File: config.mk
export PLATFORM = sky130hd
export DESIGN_NAME = fp_mul_pack
export DESIGN_NICKNAME = d
export VERILOG_FILES = /design/src/rtl/fp_mul_pack.sv
export SDC_FILE = /design/constraint.sdc
export NUM_CORES = 1
export LEC_CHECK = 0
export BUFFER_PORTS_ARGS = -buffer_cell sky130_fd_sc_hd__buf_2
export CAP_MARGIN = 25
export CORE_UTILIZATION = 55
export DETAILED_ROUTE_END_ITERATION = 7
export PLACE_DENSITY_LB_ADDON = 0.1
export SLEW_MARGIN = 40
export SYNTH_ARGS = -nofsm -noshare
export SYNTH_HDL_FRONTEND = slang
export SYNTH_SLANG_ARGS = --single-unit
File: constraint.sdc
create_clock -name CLK -period 4.9 [get_ports CLK]
set_input_delay 0 -clock CLK [delete_from_list [all_inputs] [get_ports CLK]]
set_output_delay 0 -clock CLK [all_outputs]
set_load 0.02 [all_outputs]
File: src/rtl/fp_mul_pack.sv
// Normalize/round/pack stage behind the sequential 24x24 mantissa multiplier (RNE, flush-to-zero).
// Define FP_MUL_FLAGS_EN to add the FLAGS = {NV, OF, UF, NX} output.
module fp_mul_pack #(
    parameter int BIAS = 127,
    parameter int EW   = 10
) (
    input  logic        CLK,
    input  logic        RST,
    input  logic        START,
    input  logic [31:0] A,
    input  logic [31:0] B,
    input  logic        MDONE,
    input  logic [25:0] PROD,
    input  logic        STICKY_IN,
    input  logic        ACK,
    output logic        BUSY,
    output logic        VALID,
`ifdef FP_MUL_FLAGS_EN
    output logic [3:0]  FLAGS,
`endif
    output logic [31:0] RES
);

    typedef enum logic [2:0] {S_IDLE, S_WAIT, S_NORM, S_ROUND, S_DONE} state_t;
    typedef enum logic [1:0] {C_NUM, C_NAN, C_INF, C_ZERO} cls_t;

    localparam logic signed [EW-1:0] BIAS_E  = EW'(BIAS);
    localparam logic signed [EW-1:0] EXP_MAX = EW'(255);
    localparam logic signed [EW-1:0] EXP_MIN = '0;

    state_t               state_q, state_d;
    cls_t                 cls_q, cls_d, cls_in;
    logic                 sign_q, sign_d;
    logic [7:0]           ea_q, ea_d, eb_q, eb_d;
    logic [25:0]          prod_q, prod_d;
    logic                 stky_q, stky_d;
    logic [22:0]          man_q, man_d;
    logic                 g_q, g_d, st_q, st_d;
    logic signed [EW-1:0] exp_q, exp_d;
    logic [31:0]          res_q, res_d;
`ifdef FP_MUL_FLAGS_EN
    logic [3:0]           flags_q, flags_d, pflags;
`endif

    logic a_z, b_z, a_inf, b_inf, a_nan, b_nan;
    assign a_z   = (A[30:23] == 8'h00);
    assign b_z   = (B[30:23] == 8'h00);
    assign a_inf = (A[30:23] == 8'hFF) && (A[22:0] == 23'h0);
    assign b_inf = (B[30:23] == 8'hFF) && (B[22:0] == 23'h0);
    assign a_nan = (A[30:23] == 8'hFF) && (A[22:0] != 23'h0);
    assign b_nan = (B[30:23] == 8'hFF) && (B[22:0] != 23'h0);

    // Subnormal operands are treated as zero, so subnormal x inf is also invalid.
    always_comb begin
        if (a_nan || b_nan || (a_z && b_inf) || (a_inf && b_z)) cls_in = C_NAN;
        else if (a_inf || b_inf)                                 cls_in = C_INF;
        else if (a_z || b_z)                                     cls_in = C_ZERO;
        else                                                     cls_in = C_NUM;
    end

    logic signed [EW-1:0] exp_n, exp_r;
    logic                 rnd_up, m_cy;
    logic [22:0]          man_r;
    logic [31:0]          pack;

    assign exp_n  = EW'(ea_q) + EW'(eb_q) - BIAS_E + EW'(prod_q[25]);
    assign rnd_up = g_q & (st_q | man_q[0]);
    // Mantissa wrap to zero on carry-out is exactly 1.0 at the next exponent.
    assign {m_cy, man_r} = {1'b0, man_q} + 24'(rnd_up);
    assign exp_r  = exp_q + EW'(m_cy);

    always_comb begin
        pack = {sign_q, exp_r[7:0], man_r};
        case (cls_q)
            C_NAN:   pack = 32'h7FC0_0000;
            C_INF:   pack = {sign_q, 8'hFF, 23'h0};
            C_ZERO:  pack = {sign_q, 31'h0};
            default: begin
                if (exp_r >= EXP_MAX)      pack = {sign_q, 8'hFF, 23'h0};
                else if (exp_r <= EXP_MIN) pack = {sign_q, 31'h0};
            end
        endcase
    end

`ifdef FP_MUL_FLAGS_EN
    always_comb begin
        pflags = {3'b000, g_q | st_q};
        case (cls_q)
            C_NAN:   pflags = 4'b1000;
            C_INF:   pflags = 4'b0000;
            C_ZERO:  pflags = 4'b0000;
            default: begin
                if (exp_r >= EXP_MAX)      pflags = 4'b0101;
                else if (exp_r <= EXP_MIN) pflags = 4'b0011;
            end
        endcase
    end
`endif

    always_comb begin
        state_d = state_q;
        cls_d   = cls_q;
        sign_d  = sign_q;
        ea_d    = ea_q;
        eb_d    = eb_q;
        prod_d  = prod_q;
        stky_d  = stky_q;
        man_d   = man_q;
        g_d     = g_q;
        st_d    = st_q;
        exp_d   = exp_q;
        res_d   = res_q;
`ifdef FP_MUL_FLAGS_EN
        flags_d = flags_q;
`endif
        case (state_q)
            S_IDLE: if (START) begin
                state_d = S_WAIT;
                sign_d  = A[31] ^ B[31];
                ea_d    = A[30:23];
                eb_d    = B[30:23];
                cls_d   = cls_in;
            end
            S_WAIT: if (MDONE) begin
                state_d = S_NORM;
                prod_d  = PROD;
                stky_d  = STICKY_IN;
            end
            S_NORM: begin
                state_d = S_ROUND;
                exp_d   = exp_n;
                if (prod_q[25]) begin
                    man_d = prod_q[24:2];
                    g_d   = prod_q[1];
                    st_d  = prod_q[0] | stky_q;
                end else begin
                    man_d = prod_q[23:1];
                    g_d   = prod_q[0];
                    st_d  = stky_q;
                end
            end
            S_ROUND: begin
                state_d = S_DONE;
                res_d   = pack;
`ifdef FP_MUL_FLAGS_EN
                flags_d = pflags;
`endif
            end
            S_DONE: if (ACK) begin
                state_d = S_IDLE;
                res_d   = '0;
`ifdef FP_MUL_FLAGS_EN
                flags_d = '0;
`endif
            end
            default: state_d = S_IDLE;
        endcase
    end

    always_ff @(posedge CLK or negedge RST) begin
        if (!RST) begin
            state_q <= S_IDLE;
            cls_q   <= C_NUM;
            sign_q  <= 1'b0;
            ea_q    <= '0;
            eb_q    <= '0;
            prod_q  <= '0;
            stky_q  <= 1'b0;
            man_q   <= '0;
            g_q     <= 1'b0;
            st_q    <= 1'b0;
            exp_q   <= '0;
            res_q   <= '0;
`ifdef FP_MUL_FLAGS_EN
            flags_q <= '0;
`endif
        end else begin
            state_q <= state_d;
            cls_q   <= cls_d;
            sign_q  <= sign_d;
            ea_q    <= ea_d;
            eb_q    <= eb_d;
            prod_q  <= prod_d;
            stky_q  <= stky_d;
            man_q   <= man_d;
            g_q     <= g_d;
            st_q    <= st_d;
            exp_q   <= exp_d;
            res_q   <= res_d;
`ifdef FP_MUL_FLAGS_EN
            flags_q <= flags_d;
`endif
        end
    end

    assign BUSY  = (state_q != S_IDLE);
    assign VALID = (state_q == S_DONE);
    assign RES   = res_q;
`ifdef FP_MUL_FLAGS_EN
    assign FLAGS = flags_q;
`endif

endmodule

# [After elaboration in Yosys (flattened, before gate mapping)]
# Cells that the tools add are included.
# Widths: inputs -> output; s select.
[op_classes] n_reduce_logical=24 bitwise=4 order_cmp=2 eq_ne=12 add_sub_neg=5 mux=15
[op_table] cell="$pmux 32 s3" count=1
[op_table] cell="$pmux 32 s2" count=1
[op_table] cell="$mux 31" count=2
[op_table] cell="$logic_not 23->1" count=2
[op_table] cell="$reduce_bool 23->1" count=2
[op_table] cell="$mux 32" count=1
[op_table] cell="$add 23x1->24" count=1
[op_table] cell="$mux 23" count=1
[op_table] cell="$add 10x1->10" count=2
[op_table] cell="$eq 8x8->1 const B" count=2
[op_table] cell="$logic_not 8->1" count=2
[op_table] cell="$pmux 3 s5" count=1
[op_table] cell="$ge 10x9->1 const B" count=1
[op_table] cell="$le 10x1->1 const B" count=1
[op_table] cell="$sub 9x7->10 const B" count=1
[op_table] cell="$add 8x8->9" count=1
[op_table] cell="$mux 3" count=3
[op_table] cell="$eq 3x2->1 const B" count=2
[op_table] cell="$logic_and 1x1->1" count=6
[op_table] cell="$mux 2" count=3
[op_table] cell="$ne 2x2->1 const B" count=3
[op_table] cell="$reduce_and 2->1" count=3
[op_table] cell="$logic_or 1x1->1" count=5
[op_table] cell="$eq 2x2->1 const B" count=2
[op_table] cell="11 further kinds" count=13
[totals] in_bits=96 reg_bits=116 out_inout_bits=34 word_cells=74

# [Depth between registers and ports, before layout]
[depth] ltp_word=9 depth_mapped=14 ltp_nobuf=13

# [Least setup slack after synthesis]
# Ideal clock, no wire load.
[synth_timing] kind="reg2reg" startpoint="reg man_q[14]" endpoint="reg res_q[10] (netlist: RES[10])" path_buffers=1 setup_ns=0.119 slack_ns=1.815 required_time_ns=4.781 path_stages_with_launch=15 arrival_ns=2.966 synth_period_minus_slack_ns=3.085 path_cell_list="dfrtp_1 and3_1 and4_1 and2_1 nand3_1 nor3_1 ha_1 ha_1 and4_4 a21oi_1 mux2_2 o221a_2 o2111ai_4 buf_6 o21ai_2"
[synth_via] elab_chain_cells=7 word_cells_on_any_way=8 cone_classes="add/sub: 2; order compare: 2; mux: 4"
[synth_lines] item="from (decl)" line="37" rtl="logic [22:0] man_q, man_d;"
[synth_lines] item="from (signal assigned)" line="185" rtl="man_q <= man_d;"
[synth_lines] item="$add 23x1->24 *" line="69" rtl="assign {m_cy, man_r} = {1'b0, man_q} + 24'(rnd_up);"
[synth_lines] item="$add 10x1->10 *" line="70" rtl="assign exp_r = exp_q + EW'(m_cy);"
[synth_lines] item="$le 10x1->1" line="80" rtl="else if (exp_r <= EXP_MIN) pack = {sign_q, 31'h0};"
[synth_lines] item="$mux 31" line="80"
[synth_lines] item="$mux 31 *" line="79" rtl="if (exp_r >= EXP_MAX) pack = {sign_q, 8'hFF, 23'h0};"
[synth_lines] item="$pmux 32 s3 *" line="74" rtl="case (cls_q)"
[synth_lines] item="$pmux 32 s2 *" line="116" rtl="case (state_q)"
[synth_lines] item="to (signal assigned)" line="189" rtl="res_q <= res_d;"
[synth_lines] item="to (decl)" line="40" rtl="logic [31:0] res_q, res_d;"
# Mark *: on every way between the ends. The rest lies on a longest branch, timed or not.
# A chain may end at the register's enable or synchronous reset.

# [Worst setup path after layout]
[layout_timing] startpoint="reg man_q[14]" endpoint="reg res_q[3] (netlist: RES[3])"
# Same word-level chain as after synthesis.

==> reports/metrics.yaml <==
status: "completed"
rsz0062_at_grt: "no"
timing.final.ws_setup_ns: 1.15
ir_drop_v: 0.000354
clock_latency_ns: 0.52
io_pins: 130
slowest_stage: "o2111ai_4"
synth_top_cell_area_share_pct: 47.4
rr_worst_depth: 13
cp-start-kind: "flip-flop"
die_w_um: 108
grt_pass1_wl_um: 23400
clock-sinks: 116
final_max_slew_viol_count: 0
min_period_ns: 3.75
hold_path.class: "input port to async pin"
routed_wl_um: 14100
max_cap_violations: 0
slew_headroom_pct: 48.5
vias: 4998
cts_tree: "yes"
drt_iter0_markers: 232
power_density_nw_per_um2: 654
synthArstFlopShare_pct: 100
place_ws_ns: 1.12
num_rows: 38
syn_to_final_growth_pct: 30.5
cts_root_buf: "clkbuf_8"
avgSynthCellArea_um2: 10.7
die-height_um: 108
ctsLongestPathBuffers: 2
synth_fp_nets: 696
antenna_found_initial: 0
yosys.area.top_type: "dfrtp_1"
grt_max_degree: 77
vias_per_cell: 5.50
port-buffer-count: 129
fill_cells: 770
synth_warnings: 0
period_share_pct: 76.6
p_leak_nw: 3.69
ys_types: 61
wl_per_cell_um: 15.5
h-tree-depth: 4
nets: 878
dieArea_um2: 11600
synth_flop_cell: "dfrtp_1"
skew_ns: 0.00882
core_um2: 10800
slowest_delay_ns: 0.66
finalHoldViolCount: 0
cp_max_fo: 23
crit_path_frequent_cell: "ha_1"
required_ns: 5.27
drtPass1Iterations: 4
cts.repair.resized: 0
path_cells: "and3_1 -> and4_1 -> and2_1 -> nand3_1 -> nor3_1 -> ha_1 -> ha_1 -> and4_4 -> a21oi_1 -> mux2_2 -> o221a_2 -> o2111ai_4 -> o21ai_0"
layout-drive-gt1-share_pct: 29.6
yosysSeqAreaShare_pct: 47.4
cts-hold-fix-buffers: 54
grt_pass1_vias: 4902
synthesis.instances: 575
most-common-layout-cells: "128 x buf_2, 116 x dfrtp_1, 71 x nand2_1"
clk_pin_slew_ns: 0.05
endpoint_kind: "flip-flop"
synth_area_um2: 6120
tns_ns: 0
post-cts-setup-buffers: 0
routabilityCongestion: 0.931
arrival_ns: 4.13
grt_overflow: 0
place.detailed.hpwl_um: 9690
synth-edff-count: 0
drc: 0
final_common_cell: "buf_2"
max_slew.worst_pin.slew_ns: 0.773
synth_area_leaders: "dfrtp_1 47%, mux2_2 7.5%, ha_1 4.9%"
grt_usage_pct: 26.5
setup_viol: 0
fmax_mhz: 266
path_class: "flip-flop to flip-flop"
start_util_pct: 56.5
antenna_cells: 0
cts_buffers: 17
synth-seq-cells: 116
detail-route-antenna-nets: 0
[final timing paths]
| path | from | endpoint | slack, ns |
|---|---|---|---|
| setup / recovery | man_q[14] | RES[3] | 1.15 |
| hold / removal | RST | RES[29] | 0.02 |
| setup reg to reg | man_q[14] | RES[3] | 1.15 |
| hold reg to reg | RES[4] | RES[4] | 0.47 |
| max in group asynchronous | RST | man_q[2] | 3.81 |
| min in group CLK | B[9] | cls_q[1] | 0.14 |
[logic make-up after synthesis]
kind of cell / after synthesis / synth area share, %
AO/OA/AOI/OAI: 113 / 13.0
XOR/XNOR: 34 / 4.86
adder cells (fa/ha/maj): 25 / 5.23
buffers and inverters: 48 / 3.53
flip-flops: 116 / 47.4
multiplexers: 66 / 11.6
AND/OR/NAND/NOR: 173 / 14.4
[registers in the layout, indices dropped and copies added (netlist names), 2 cells and up]
name,cells
eb_q,8
state_q,3
man_q,23
RES,32
cls_q,2
prod_q,26
exp_q,10
ea_q,8
[cells in the mapped netlist, types with 8 or more instances]
cell and number:
mux2i_1 25, nor4_1 15, o21ai_2 11, nand2_1 71
nor3_1 8, o21ai_0 39, xnor2_1 14, nand3_1 14
a21oi_1 9, o21ai_1 10, clkbuf_1 16, nand4_1 14
dfrtp_1 116, nor2_1 17, mux2_2 41, inv_1 22
xor2_1 20, ha_1 24
[through the flow]
stage          instance area [µm²]  instances  hold slack, ns  power (mW)  util (%)
3_3_place_gp                  6870        824           0.127        3.86      63.3
2_1_floorplan                 6120        575          -0.296        3.38         -
3_5_place_dp                  6870        824           0.137        3.95      63.3
6_report                      7990        909          0.0159        5.23      73.7
4_1_cts                       7990        909          0.0966        5.25      73.7
5_1_grt                       7990        909          0.0753        5.61      73.7
[power by group]
| group | total [mW] | switching, mW | internal [mW] |
|---|---|---|---|
| Clock | 1.21 | 0.415 | 0.798 |
| Combinational | 2.21 | 1.20 | 1.01 |
| Sequential | 1.81 | 0.399 | 1.41 |
| Total | 5.23 | 2.01 | 3.22 |
[worst max-delay path, delay by kind of cell, from the launching register on]
kind                     cells  cell delay [ns]
AND/OR/NAND/NOR              6             1.18
AO/OA/AOI/OAI                4             1.24
multiplexers                 1             0.27
adder cells (fa/ha/maj)      2             0.49
flip-flops                   1             0.40
[routing by layer]
metal,routed length [µm],GRT usage (%),up-vias,share of wire [%]
met5,0,0,-,0
met4,172,8.02,0,1.2
met3,733,6.30,18,5.2
met2,6520,41.3,152,46
met1,6630,36.6,2381,47
li1,-,-,2447,-
[final cells by class]
| type | count | area, µm² | area share, % |
|---|---|---|---|
| clock inverters | 8 | 126 | 1.58 |
| clock buffers | 23 | 457 | 5.71 |
| repair buffers | 189 | 1240 | 15.5 |
| inverters | 22 | 82.6 | 1.03 |
| flip-flops and latches | 116 | 2900 | 36.3 |
| multi-input cells | 411 | 3010 | 37.7 |
| well taps | 140 | 175 | 2.19 |
Power figures use the tool's default switching activity.
